--- src/rtl/color_mapper_pipe_if.sv ---
// ============================================================================
// Module      : color_mapper_pipe_if
// Description : Pixel, palette-write, flash-control and RGB output bundle
//               for color_mapper_pipe.
// Revision    : 1.0 - initial release
// ============================================================================
`default_nettype none

interface color_mapper_pipe_if #(
    parameter int PAL_AW = 3
);
    logic              pix_valid;
    logic [9:0]        DrawX;
    logic [9:0]        DrawY;
    logic              is_shape;
    logic [PAL_AW-1:0] shape_id;
    logic              is_boundary;
    logic              pal_we;
    logic [PAL_AW-1:0] pal_addr;
    logic [23:0]       pal_wdata;
    logic              frame_start;
    logic              flash_req;
    logic [9:0]        flash_y_lo;
    logic [9:0]        flash_y_hi;
    logic [7:0]        VGA_R;
    logic [7:0]        VGA_G;
    logic [7:0]        VGA_B;
    logic              out_valid;
    logic              flash_busy;
    logic              flash_done;

    modport master (
        output pix_valid, DrawX, DrawY, is_shape, shape_id, is_boundary,
               pal_we, pal_addr, pal_wdata, frame_start, flash_req,
               flash_y_lo, flash_y_hi,
        input  VGA_R, VGA_G, VGA_B, out_valid, flash_busy, flash_done
    );

    modport slave (
        input  pix_valid, DrawX, DrawY, is_shape, shape_id, is_boundary,
               pal_we, pal_addr, pal_wdata, frame_start, flash_req,
               flash_y_lo, flash_y_hi,
        output VGA_R, VGA_G, VGA_B, out_valid, flash_busy, flash_done
    );
endinterface

`default_nettype wire

--- src/rtl/color_mapper_pipe.sv ---
// ============================================================================
// Module      : color_mapper_pipe
// Description : Two-stage pipelined Tetris colour mapper with writable
//               palette, saturating background gradient and line-clear
//               flash engine. Optional macro COLOR_MAPPER_BEVEL_EN adds
//               block-edge bevel shading.
// Revision    : 1.0 - initial release
// ============================================================================
`default_nettype none

module color_mapper_pipe #(
    parameter int          PAL_AW       = 3,
    parameter int          GRAD_SHIFT   = 3,
    parameter logic [23:0] BG_RGB       = 24'h3F007F,
    parameter logic [23:0] BOUNDARY_RGB = 24'h000000,
    parameter int          BLINK_FRAMES = 4,
    parameter int          FLASH_FRAMES = 24,
    parameter int          BLOCK_SHIFT  = 4
) (
    input  logic                 Clk,
    input  logic                 Reset,
    color_mapper_pipe_if.slave   bus
);

    localparam int          PAL_N      = 2 ** PAL_AW;
    localparam int          FCW        = $clog2(FLASH_FRAMES + 1);
    localparam int          PCW        = $clog2(BLINK_FRAMES + 1);
    localparam logic [FCW-1:0] FRAME_LAST = FCW'(FLASH_FRAMES - 1);
    localparam logic [PCW-1:0] PHASE_LAST = PCW'(BLINK_FRAMES - 1);
    localparam logic [7:0]  BG_B       = BG_RGB[7:0];
    localparam logic [23:0] WHITE_RGB  = 24'hFFFFFF;
    localparam logic [23:0] PAL_RESET  = 24'h808080;

    generate
        if (BLOCK_SHIFT < 1 || BLOCK_SHIFT > 10 || BLINK_FRAMES < 1 || FLASH_FRAMES < 1) begin : g_bad_params
            $error("color_mapper_pipe: parameter out of range");
        end
    endgenerate

    typedef enum logic [1:0] {
        ST_IDLE = 2'd0,
        ST_ON   = 2'd1,
        ST_OFF  = 2'd2
    } flash_state_t;

    flash_state_t     state;
    logic             busy;
    logic             done;
    logic [FCW-1:0]   frame_cnt;
    logic [PCW-1:0]   phase_cnt;
    logic [9:0]       band_lo;
    logic [9:0]       band_hi;

    logic [23:0]      pal [PAL_N];

    logic             v1;
    logic [9:0]       x1;
    logic             shape1;
    logic             bnd1;
    logic [23:0]      pal1;
    logic             white1;
    logic             hide1;
`ifdef COLOR_MAPPER_BEVEL_EN
    logic [9:0]       y1;
`endif

    logic             v2;
    logic [23:0]      rgb2;

    logic             in_band;
    logic [10:0]      bg_dec;
    logic [23:0]      bg_rgb;
    logic [23:0]      shape_rgb;
    logic [23:0]      rgb_next;

    // ---------------- Flash sequencer ----------------
    always_ff @(posedge Clk or posedge Reset) begin
        if (Reset) begin
            state     <= ST_IDLE;
            busy      <= 1'b0;
            done      <= 1'b0;
            frame_cnt <= '0;
            phase_cnt <= '0;
            band_lo   <= '0;
            band_hi   <= '0;
        end else begin
            done <= 1'b0;
            case (state)
                ST_IDLE: begin
                    // frame_start in the same cycle as the request is not counted
                    if (bus.flash_req && (bus.flash_y_lo <= bus.flash_y_hi)) begin
                        state     <= ST_ON;
                        busy      <= 1'b1;
                        band_lo   <= bus.flash_y_lo;
                        band_hi   <= bus.flash_y_hi;
                        frame_cnt <= '0;
                        phase_cnt <= '0;
                    end
                end
                ST_ON, ST_OFF: begin
                    if (bus.frame_start) begin
                        if (frame_cnt == FRAME_LAST) begin
                            state     <= ST_IDLE;
                            busy      <= 1'b0;
                            done      <= 1'b1;
                            frame_cnt <= '0;
                            phase_cnt <= '0;
                        end else begin
                            frame_cnt <= frame_cnt + 1'b1;
                            if (phase_cnt == PHASE_LAST) begin
                                phase_cnt <= '0;
                                state     <= (state == ST_ON) ? ST_OFF : ST_ON;
                            end else begin
                                phase_cnt <= phase_cnt + 1'b1;
                            end
                        end
                    end
                end
                default: begin
                    state <= ST_IDLE;
                    busy  <= 1'b0;
                end
            endcase
        end
    end

    // ---------------- Palette ----------------
    always_ff @(posedge Clk or posedge Reset) begin
        if (Reset) begin
            for (int i = 0; i < PAL_N; i++) begin
                pal[i] <= PAL_RESET;
            end
        end else if (bus.pal_we) begin
            pal[bus.pal_addr] <= bus.pal_wdata;
        end
    end

    // ---------------- Stage 1 ----------------
    assign in_band = (bus.DrawY >= band_lo) && (bus.DrawY <= band_hi);

    always_ff @(posedge Clk or posedge Reset) begin
        if (Reset) begin
            v1     <= 1'b0;
            x1     <= '0;
            shape1 <= 1'b0;
            bnd1   <= 1'b0;
            pal1   <= '0;
            white1 <= 1'b0;
            hide1  <= 1'b0;
        end else begin
            v1     <= bus.pix_valid;
            x1     <= bus.DrawX;
            shape1 <= bus.is_shape;
            bnd1   <= bus.is_boundary;
            pal1   <= pal[bus.shape_id];
            white1 <= bus.is_shape && in_band && (state == ST_ON);
            hide1  <= bus.is_shape && in_band && (state == ST_OFF);
        end
    end

`ifdef COLOR_MAPPER_BEVEL_EN
    always_ff @(posedge Clk or posedge Reset) begin
        if (Reset) begin
            y1 <= '0;
        end else begin
            y1 <= bus.DrawY;
        end
    end

    function automatic logic [7:0] ch_adj(input logic [7:0] c, input logic up);
        if (up) begin
            return (c > 8'hBF) ? 8'hFF : c + 8'h40;
        end
        return (c < 8'h40) ? 8'h00 : c - 8'h40;
    endfunction

    logic bev_bright;
    logic bev_dark;
    assign bev_bright = (x1[BLOCK_SHIFT-1:0] == '0) || (y1[BLOCK_SHIFT-1:0] == '0);
    assign bev_dark   = (&x1[BLOCK_SHIFT-1:0]) || (&y1[BLOCK_SHIFT-1:0]);

    always_comb begin
        shape_rgb = pal1;
        if (bev_bright || bev_dark) begin
            shape_rgb = {ch_adj(pal1[23:16], bev_bright),
                         ch_adj(pal1[15:8],  bev_bright),
                         ch_adj(pal1[7:0],   bev_bright)};
        end
    end
`else
    assign shape_rgb = pal1;
`endif

    // ---------------- Stage 2 ----------------
    // Blue decrement is compared at full width so large shifts saturate instead of wrapping
    assign bg_dec = {1'b0, x1} >> GRAD_SHIFT;
    assign bg_rgb = {BG_RGB[23:8], (bg_dec > {3'b000, BG_B}) ? 8'h00 : BG_B - bg_dec[7:0]};

    always_comb begin
        rgb_next = bg_rgb;
        if (white1) begin
            rgb_next = WHITE_RGB;
        end else if (hide1) begin
            rgb_next = bg_rgb;
        end else if (shape1) begin
            rgb_next = shape_rgb;
        end else if (bnd1) begin
            rgb_next = BOUNDARY_RGB;
        end
    end

    always_ff @(posedge Clk or posedge Reset) begin
        if (Reset) begin
            v2   <= 1'b0;
            rgb2 <= '0;
        end else begin
            v2   <= v1;
            rgb2 <= rgb_next;
        end
    end

    assign bus.VGA_R      = rgb2[23:16];
    assign bus.VGA_G      = rgb2[15:8];
    assign bus.VGA_B      = rgb2[7:0];
    assign bus.out_valid  = v2;
    assign bus.flash_busy = busy;
    assign bus.flash_done = done;

endmodule

`default_nettype wire

--- src/flat_wrapper.sv ---
// flat-port wrapper written by rule: the top's interface ports become plain ports
module color_mapper_pipe_flat 
#(
    parameter int          PAL_AW       = 3,
    parameter int          GRAD_SHIFT   = 3,
    parameter logic [23:0] BG_RGB       = 24'h3F007F,
    parameter logic [23:0] BOUNDARY_RGB = 24'h000000,
    parameter int          BLINK_FRAMES = 4,
    parameter int          FLASH_FRAMES = 24,
    parameter int          BLOCK_SHIFT  = 4
)
  (Clk, Reset, bus_pix_valid, bus_DrawX, bus_DrawY, bus_is_shape, bus_shape_id, bus_is_boundary, bus_pal_we, bus_pal_addr, bus_pal_wdata, bus_frame_start, bus_flash_req, bus_flash_y_lo, bus_flash_y_hi, bus_VGA_R, bus_VGA_G, bus_VGA_B, bus_out_valid, bus_flash_busy, bus_flash_done);
  color_mapper_pipe_if #(.PAL_AW(PAL_AW)) bus_i ();
  input  logic Clk;
  input  logic Reset;
  input wire logic [$bits(bus_i.pix_valid)-1:0] bus_pix_valid;
  input wire logic [$bits(bus_i.DrawX)-1:0] bus_DrawX;
  input wire logic [$bits(bus_i.DrawY)-1:0] bus_DrawY;
  input wire logic [$bits(bus_i.is_shape)-1:0] bus_is_shape;
  input wire logic [$bits(bus_i.shape_id)-1:0] bus_shape_id;
  input wire logic [$bits(bus_i.is_boundary)-1:0] bus_is_boundary;
  input wire logic [$bits(bus_i.pal_we)-1:0] bus_pal_we;
  input wire logic [$bits(bus_i.pal_addr)-1:0] bus_pal_addr;
  input wire logic [$bits(bus_i.pal_wdata)-1:0] bus_pal_wdata;
  input wire logic [$bits(bus_i.frame_start)-1:0] bus_frame_start;
  input wire logic [$bits(bus_i.flash_req)-1:0] bus_flash_req;
  input wire logic [$bits(bus_i.flash_y_lo)-1:0] bus_flash_y_lo;
  input wire logic [$bits(bus_i.flash_y_hi)-1:0] bus_flash_y_hi;
  output wire logic [$bits(bus_i.VGA_R)-1:0] bus_VGA_R;
  output wire logic [$bits(bus_i.VGA_G)-1:0] bus_VGA_G;
  output wire logic [$bits(bus_i.VGA_B)-1:0] bus_VGA_B;
  output wire logic [$bits(bus_i.out_valid)-1:0] bus_out_valid;
  output wire logic [$bits(bus_i.flash_busy)-1:0] bus_flash_busy;
  output wire logic [$bits(bus_i.flash_done)-1:0] bus_flash_done;
  assign bus_i.pix_valid = bus_pix_valid;
  assign bus_i.DrawX = bus_DrawX;
  assign bus_i.DrawY = bus_DrawY;
  assign bus_i.is_shape = bus_is_shape;
  assign bus_i.shape_id = bus_shape_id;
  assign bus_i.is_boundary = bus_is_boundary;
  assign bus_i.pal_we = bus_pal_we;
  assign bus_i.pal_addr = bus_pal_addr;
  assign bus_i.pal_wdata = bus_pal_wdata;
  assign bus_i.frame_start = bus_frame_start;
  assign bus_i.flash_req = bus_flash_req;
  assign bus_i.flash_y_lo = bus_flash_y_lo;
  assign bus_i.flash_y_hi = bus_flash_y_hi;
  assign bus_VGA_R = bus_i.VGA_R;
  assign bus_VGA_G = bus_i.VGA_G;
  assign bus_VGA_B = bus_i.VGA_B;
  assign bus_out_valid = bus_i.out_valid;
  assign bus_flash_busy = bus_i.flash_busy;
  assign bus_flash_done = bus_i.flash_done;
  color_mapper_pipe #(.PAL_AW(PAL_AW), .GRAD_SHIFT(GRAD_SHIFT), .BG_RGB(BG_RGB), .BOUNDARY_RGB(BOUNDARY_RGB), .BLINK_FRAMES(BLINK_FRAMES), .FLASH_FRAMES(FLASH_FRAMES), .BLOCK_SHIFT(BLOCK_SHIFT)) u_core (.Clk(Clk), .Reset(Reset), .bus(bus_i));
endmodule
--- config.mk ---
export PLATFORM = sky130hd
export DESIGN_NAME = color_mapper_pipe_flat
export DESIGN_NICKNAME = d
export VERILOG_FILES = /design/src/rtl/color_mapper_pipe_if.sv /design/src/rtl/color_mapper_pipe.sv /design/src/flat_wrapper.sv
export SDC_FILE = /design/constraint.sdc
export NUM_CORES = 1
export LEC_CHECK = 0
export CORE_MARGIN = 2
export CORE_UTILIZATION = 60
export CTS_CLUSTER_DIAMETER = 80
export DETAILED_ROUTE_END_ITERATION = 8
export PLACE_DENSITY = 0.82
export SLEW_MARGIN = 20
export SYNTH_ARGS = -nofsm -noshare
export SYNTH_HDL_FRONTEND = slang
export SYNTH_SLANG_ARGS = --single-unit
--- constraint.sdc ---
create_clock -name Clk -period 29.7 [get_ports Clk]
set_clock_uncertainty 0.2 [all_clocks]
set_input_delay 7.425 -clock Clk [delete_from_list [all_inputs] [get_ports Clk]]
set_output_delay 7.425 -clock Clk [all_outputs]
set_load 0.01 [all_outputs]
# Word-level counts from Yosys, hierarchy flattened
# Cells that the tools add are included.
[totals]
reg_bits = 288
latchBits = 0
ramBits = 0
mem_bits_ro = 0
input_bits = 78
out_inout_bits = 27
wordCells = 90
n_memories = 0
[classes]
addsub = 3
n_mul = 0
div_mod_pow = 0
order_cmp = 7
n_eq_ne = 8
n_shift = 0
mux = 33
n_bitwise = 2
reduce_logical = 13
[ops]
columns = ["op", "count"]
rows = [
  ["$bwmux W192", 1],
  ["$mux W24", 6],
  ["$bmux W24 S3", 1],
  ["$demux W24 S3", 1],
  ["$mux W22", 1],
  ["$le A10 B10 Y1", 2],
  ["$mux W5", 3],
  ["$mux W3", 4],
  ["$ge A10 B10 Y1", 1],
  ["$mux W2", 5],
  ["$pmux W5 S2", 1],
  ["$reduce_and A3 Y1", 3],
  ["$ge A4 B4 Y1 const B", 2],
  ["$mux W8", 1],
  ["$not A3 Y4", 2],
  ["$sub A7 B7 Y8 const A", 1],
  ["$gt A7 B7 Y1 const B", 1],
  ["$logic_and A1 B1 Y1", 6],
  ["$mux W1", 6],
  ["$pmux W3 S2", 1],
  ["$add A5 B1 Y5 const B", 1],
  ["$eq A5 B5 Y1 const B", 1],
  ["$lt A4 B1 Y1 const B", 1],
  ["$ne A2 B1 Y1 const B", 2],
  ["12 further kinds", 12],
]

# Logic depth before layout (Yosys ltp)
[logic_depth]
ltp_word = 6
ltp_mapped = 9
ltp_nobuf = 8

# Worst setup path after synthesis
# Ideal clock, no wire load.
[synth_timing]
path_kind = "input -> register"
startpoint = "in bus_flash_y_hi[3]"
endpoint = "reg u_core.band_lo[9]"
setup_time_ns = 0.128
arrival_time_ns = 9.217
t_required_ns = 29.372
path_slack_ns = 20.156
path_stages = 9
n_path_buf = 1
path_cell_list = "inv_1 > ha_1 > a21o_1 > a21o_1 > a221o_1 > nand2_1 > and3_4 > buf_6 > mux2_1"
[synth_between]
elab_chain_cells = 3
[synth_lines]
columns = ["element", "line_no", "text"]
rows = [
  ["start: declaration", "flat_wrapper.sv:28", "input wire logic [$bits(bus_i.flash_y_hi)-1:0] bus_flash_y_hi;"],
  ["$le A10 B10 Y1", "color_mapper_pipe.sv:91", "if (bus.flash_req && (bus.flash_y_lo <= bus.flash_y_hi)) begin"],
  ["$logic_and A1 B1 Y1", "color_mapper_pipe.sv:91", ""],
  ["$reduce_and A2 Y1 (no line)", "--", ""],
  ["end signal: assignment", "color_mapper_pipe.sv:94", "band_lo <= bus.flash_y_lo;"],
  ["end: declaration", "color_mapper_pipe.sv:51", "logic [9:0] band_lo;"],
]
# No other way between the ends.
# A chain may end at the register's enable or synchronous reset.

# Worst setup path after layout
# Ends and elaborated chain as after synthesis.

==> metrics <==
crit-path max FO=20; port buffer count=101; core footprint=0.0204 mm2; total clock sinks=285; worst hold slack=0.166 ns; first-pass GRT wire length=43.2 mm; row count=52; final hold vios=0; final net count=1044; PwrDens=80.7 mW/mm2; Slew Viols, Final=0; Least-Margin Pin Slew=0.954 ns; Area growth syn-to-layout=18.1%; Finished Layout Cells=1223; CP Capture Type=flop; vias in the first global route=8159; Async SR Flop Fraction=100%; first-iteration detailed-routing DRC count=314; Setup violations, final=0; Initial Util=61.6%; Gate Count Post-Synth=826; Hold Crit Start=u_core.v1; Syn. warnings=0; die height=149 um; M2 GR Usage=43.7%; Net Count, Synth=940; Avg Inst Size Synth=15.2 um2; GR Util met1=33.2%; GPL Wtd Cong=0.859; initial antenna violation count=0; Worst R2R Path Depth=7; worst ir drop on vdd=59.7 uV; Residual DRC=0; met3 usage=3.59%; vias=7315; number of synthesized flops with an enable pin=0; diode count=0; Post-DP HPWL=16.5 mm; Crit Path Category=primary input to flop; drt pass-1 iters=4; Seq cells post-synth=285; worst rel slew slack=36.4%; fmax=0.103 GHz; Layout fillers=1271; die area=0.0221 mm2; CTS H-tree lvls=1; Arr. time, crit path=9.93 ns; Reg clk slew, reported paths=0.06 ns; worst-skew pair later-pin latency=0.54 ns; antenna-violating nets left=0; Root Driver=clkbuf_16; mapped cell area=0.0125 mm2; WL final=26.6 mm; critical path launch point type=primary input; Setup TNS=0 ns; leading post-synthesis cells by cell area=dfrtp_1, mux2_2, mux4_2; final period utilization=32.7%; GRT Overall Usage=25.1%; Avg WL per Cell=21.7 um; Top FF cell, synth=dfrtp_1; HP Class=flop to flop; TritonCTS clock tree=yes; RR Endpoint=u_core.phase_cnt[0]; Sequential Area=0.00716 mm2; unrepaired setup endpoints after global routing=no; # IOs=105; RR Startpoint=u_core.state[0]; largest area contributor in the netlist=dfrtp_1; CP required=29.92 ns; layout cells sized above 1=31.3%; min cycle time layout=9.72 ns; GRT overflow=0; post-CTS setup buffers=0; Synth cell types=44; area taken by multi-input logic gates=0.00507 mm2; number of cells upsized or downsized after cts=0; most frequent cell after synthesis=dfrtp_1; flop-to-flop setup slack=27.30 ns; hold_buf cts=0; register area share after synthesis=57.1%; DP Cell Count=1169; Synth top area share=52.1%; largest net degree at the start of global routing=139; status=complete, no violations; total CTS buffers=29; top post-synthesis cells by count=dfrtp_1, mux2_2, mux2_1; busiest grt layer=met2; Hold Path Depth=0; Leak=6.54 nW; vias per std cell=5.98; clock tree buffer depth=3; hold endpoint=u_core.bus.out_valid; Die W=149 um; max-capacitance violation count=0
[flip-flops by register name, summed over array words and instances, names as in the netlist]
signal / flops
u_core.rgb2: 24
u_core.bnd1: 1
u_core.band_hi: 10
u_core.x1: 7
u_core.band_lo: 10
u_core.shape1: 1
u_core.frame_cnt: 5
u_core.state: 2
u_core.bus.flash_busy: 1
u_core.pal1: 24
u_core.pal: 192
u_core.hide1: 1
u_core.v1: 1
u_core.bus.out_valid: 1
u_core.bus.flash_done: 1
u_core.phase_cnt: 3
u_core.white1: 1
[worst max-delay path by stage]
| stage | depth (start not counted) | start | end | slack, ns |
|---|---|---|---|---|
| after global routing | 9 | bus_flash_y_hi[3] | u_core.band_lo[1] | 19.90 |
| after floorplan | 1 | Reset | u_core.band_hi[0] | 14.25 |
| final | 9 | bus_flash_y_hi[3] | u_core.band_lo[9] | 19.98 |
| after CTS | 9 | bus_flash_y_hi[3] | u_core.band_lo[1] | 20.01 |
| after detailed placement | 9 | bus_flash_y_hi[3] | u_core.band_lo[1] | 19.45 |
| after global placement | 9 | bus_flash_y_hi[3] | u_core.band_lo[8] | 19.49 |
[per-layer routing]
| layer | vias to the layer above | part of all wire (%) | routed length (um) |
|---|---|---|---|
| li1 | 3210 | - | - |
| met1 | 3843 | 42 | 11300 |
| met2 | 205 | 51 | 13400 |
| met3 | 57 | 4.5 | 1190 |
| met4 | 0 | 2.6 | 681 |
| met5 | - | 0 | 0 |
[per-stage QoR]
step | utilization, % | cell area [um2] | power (mW) | setup slack (ns)
after global routing | 72.8 | 14800 | 1.26 | 19.90
final | 72.8 | 14800 | 1.20 | 19.98
after detailed placement | 67.9 | 13800 | 0.834 | 19.45
after global placement | 67.9 | 13800 | 0.807 | 19.49
after floorplan | - | 12500 | 0.733 | 14.25
after CTS | 72.7 | 14800 | 1.20 | 20.01
[power breakdown]
group,internal [mW],switching (mW)
Sequential,0.494,0.0514
Clock,0.221,0.145
Combinational,0.156,0.127
Total,0.872,0.324
[layout make-up]
| type | count | area share (%) |
|---|---|---|
| flip-flops and latches | 285 | 48.3 |
| multi-input cells | 460 | 34.2 |
| clock buffers | 49 | 6.28 |
| inverters | 40 | 1.06 |
| repair buffers | 114 | 7.41 |
| clock inverters | 5 | 0.422 |
| well taps | 270 | 2.28 |
[layout by cell type, fill, tap and decap left out, types with 4 or more instances in the layout]
cell type,n
dfrtp_1,261
mux2_2,154
clkdlybuf4s50_1,98
mux2_1,75
mux4_2,48
inv_1,39
ha_1,36
clkbuf_16,29
nand2_1,27
dfstp_2,24
a21o_1,16
a21oi_1,15
clkbuf_8,13
mux2i_1,12
buf_4,12
nor2_1,11
o21ai_0,11
clkbuf_1,7
nor3_1,6
nand4_1,6
nand4b_1,4
nor2b_1,4
[critical path, cell delays in order]
cell             delay, ns
clkdlybuf4s50_1       0.46
inv_1                 0.05
ha_1                  0.30
a21o_1                0.18
a21o_1                0.17
a221o_1               0.44
nand2_1               0.12
and3_4                0.41
mux2_1                0.36
[cells by family after synthesis]
logic type	synth area share, %
muxes	30.1
DFF	57.1
buffers and inverters	2.66
and+or+nand+nor	2.99
AOI/OAI and AO/OA	3.50
adders and majority gates	3.59
No activity file was read; power rests on OpenSTA's default activity.
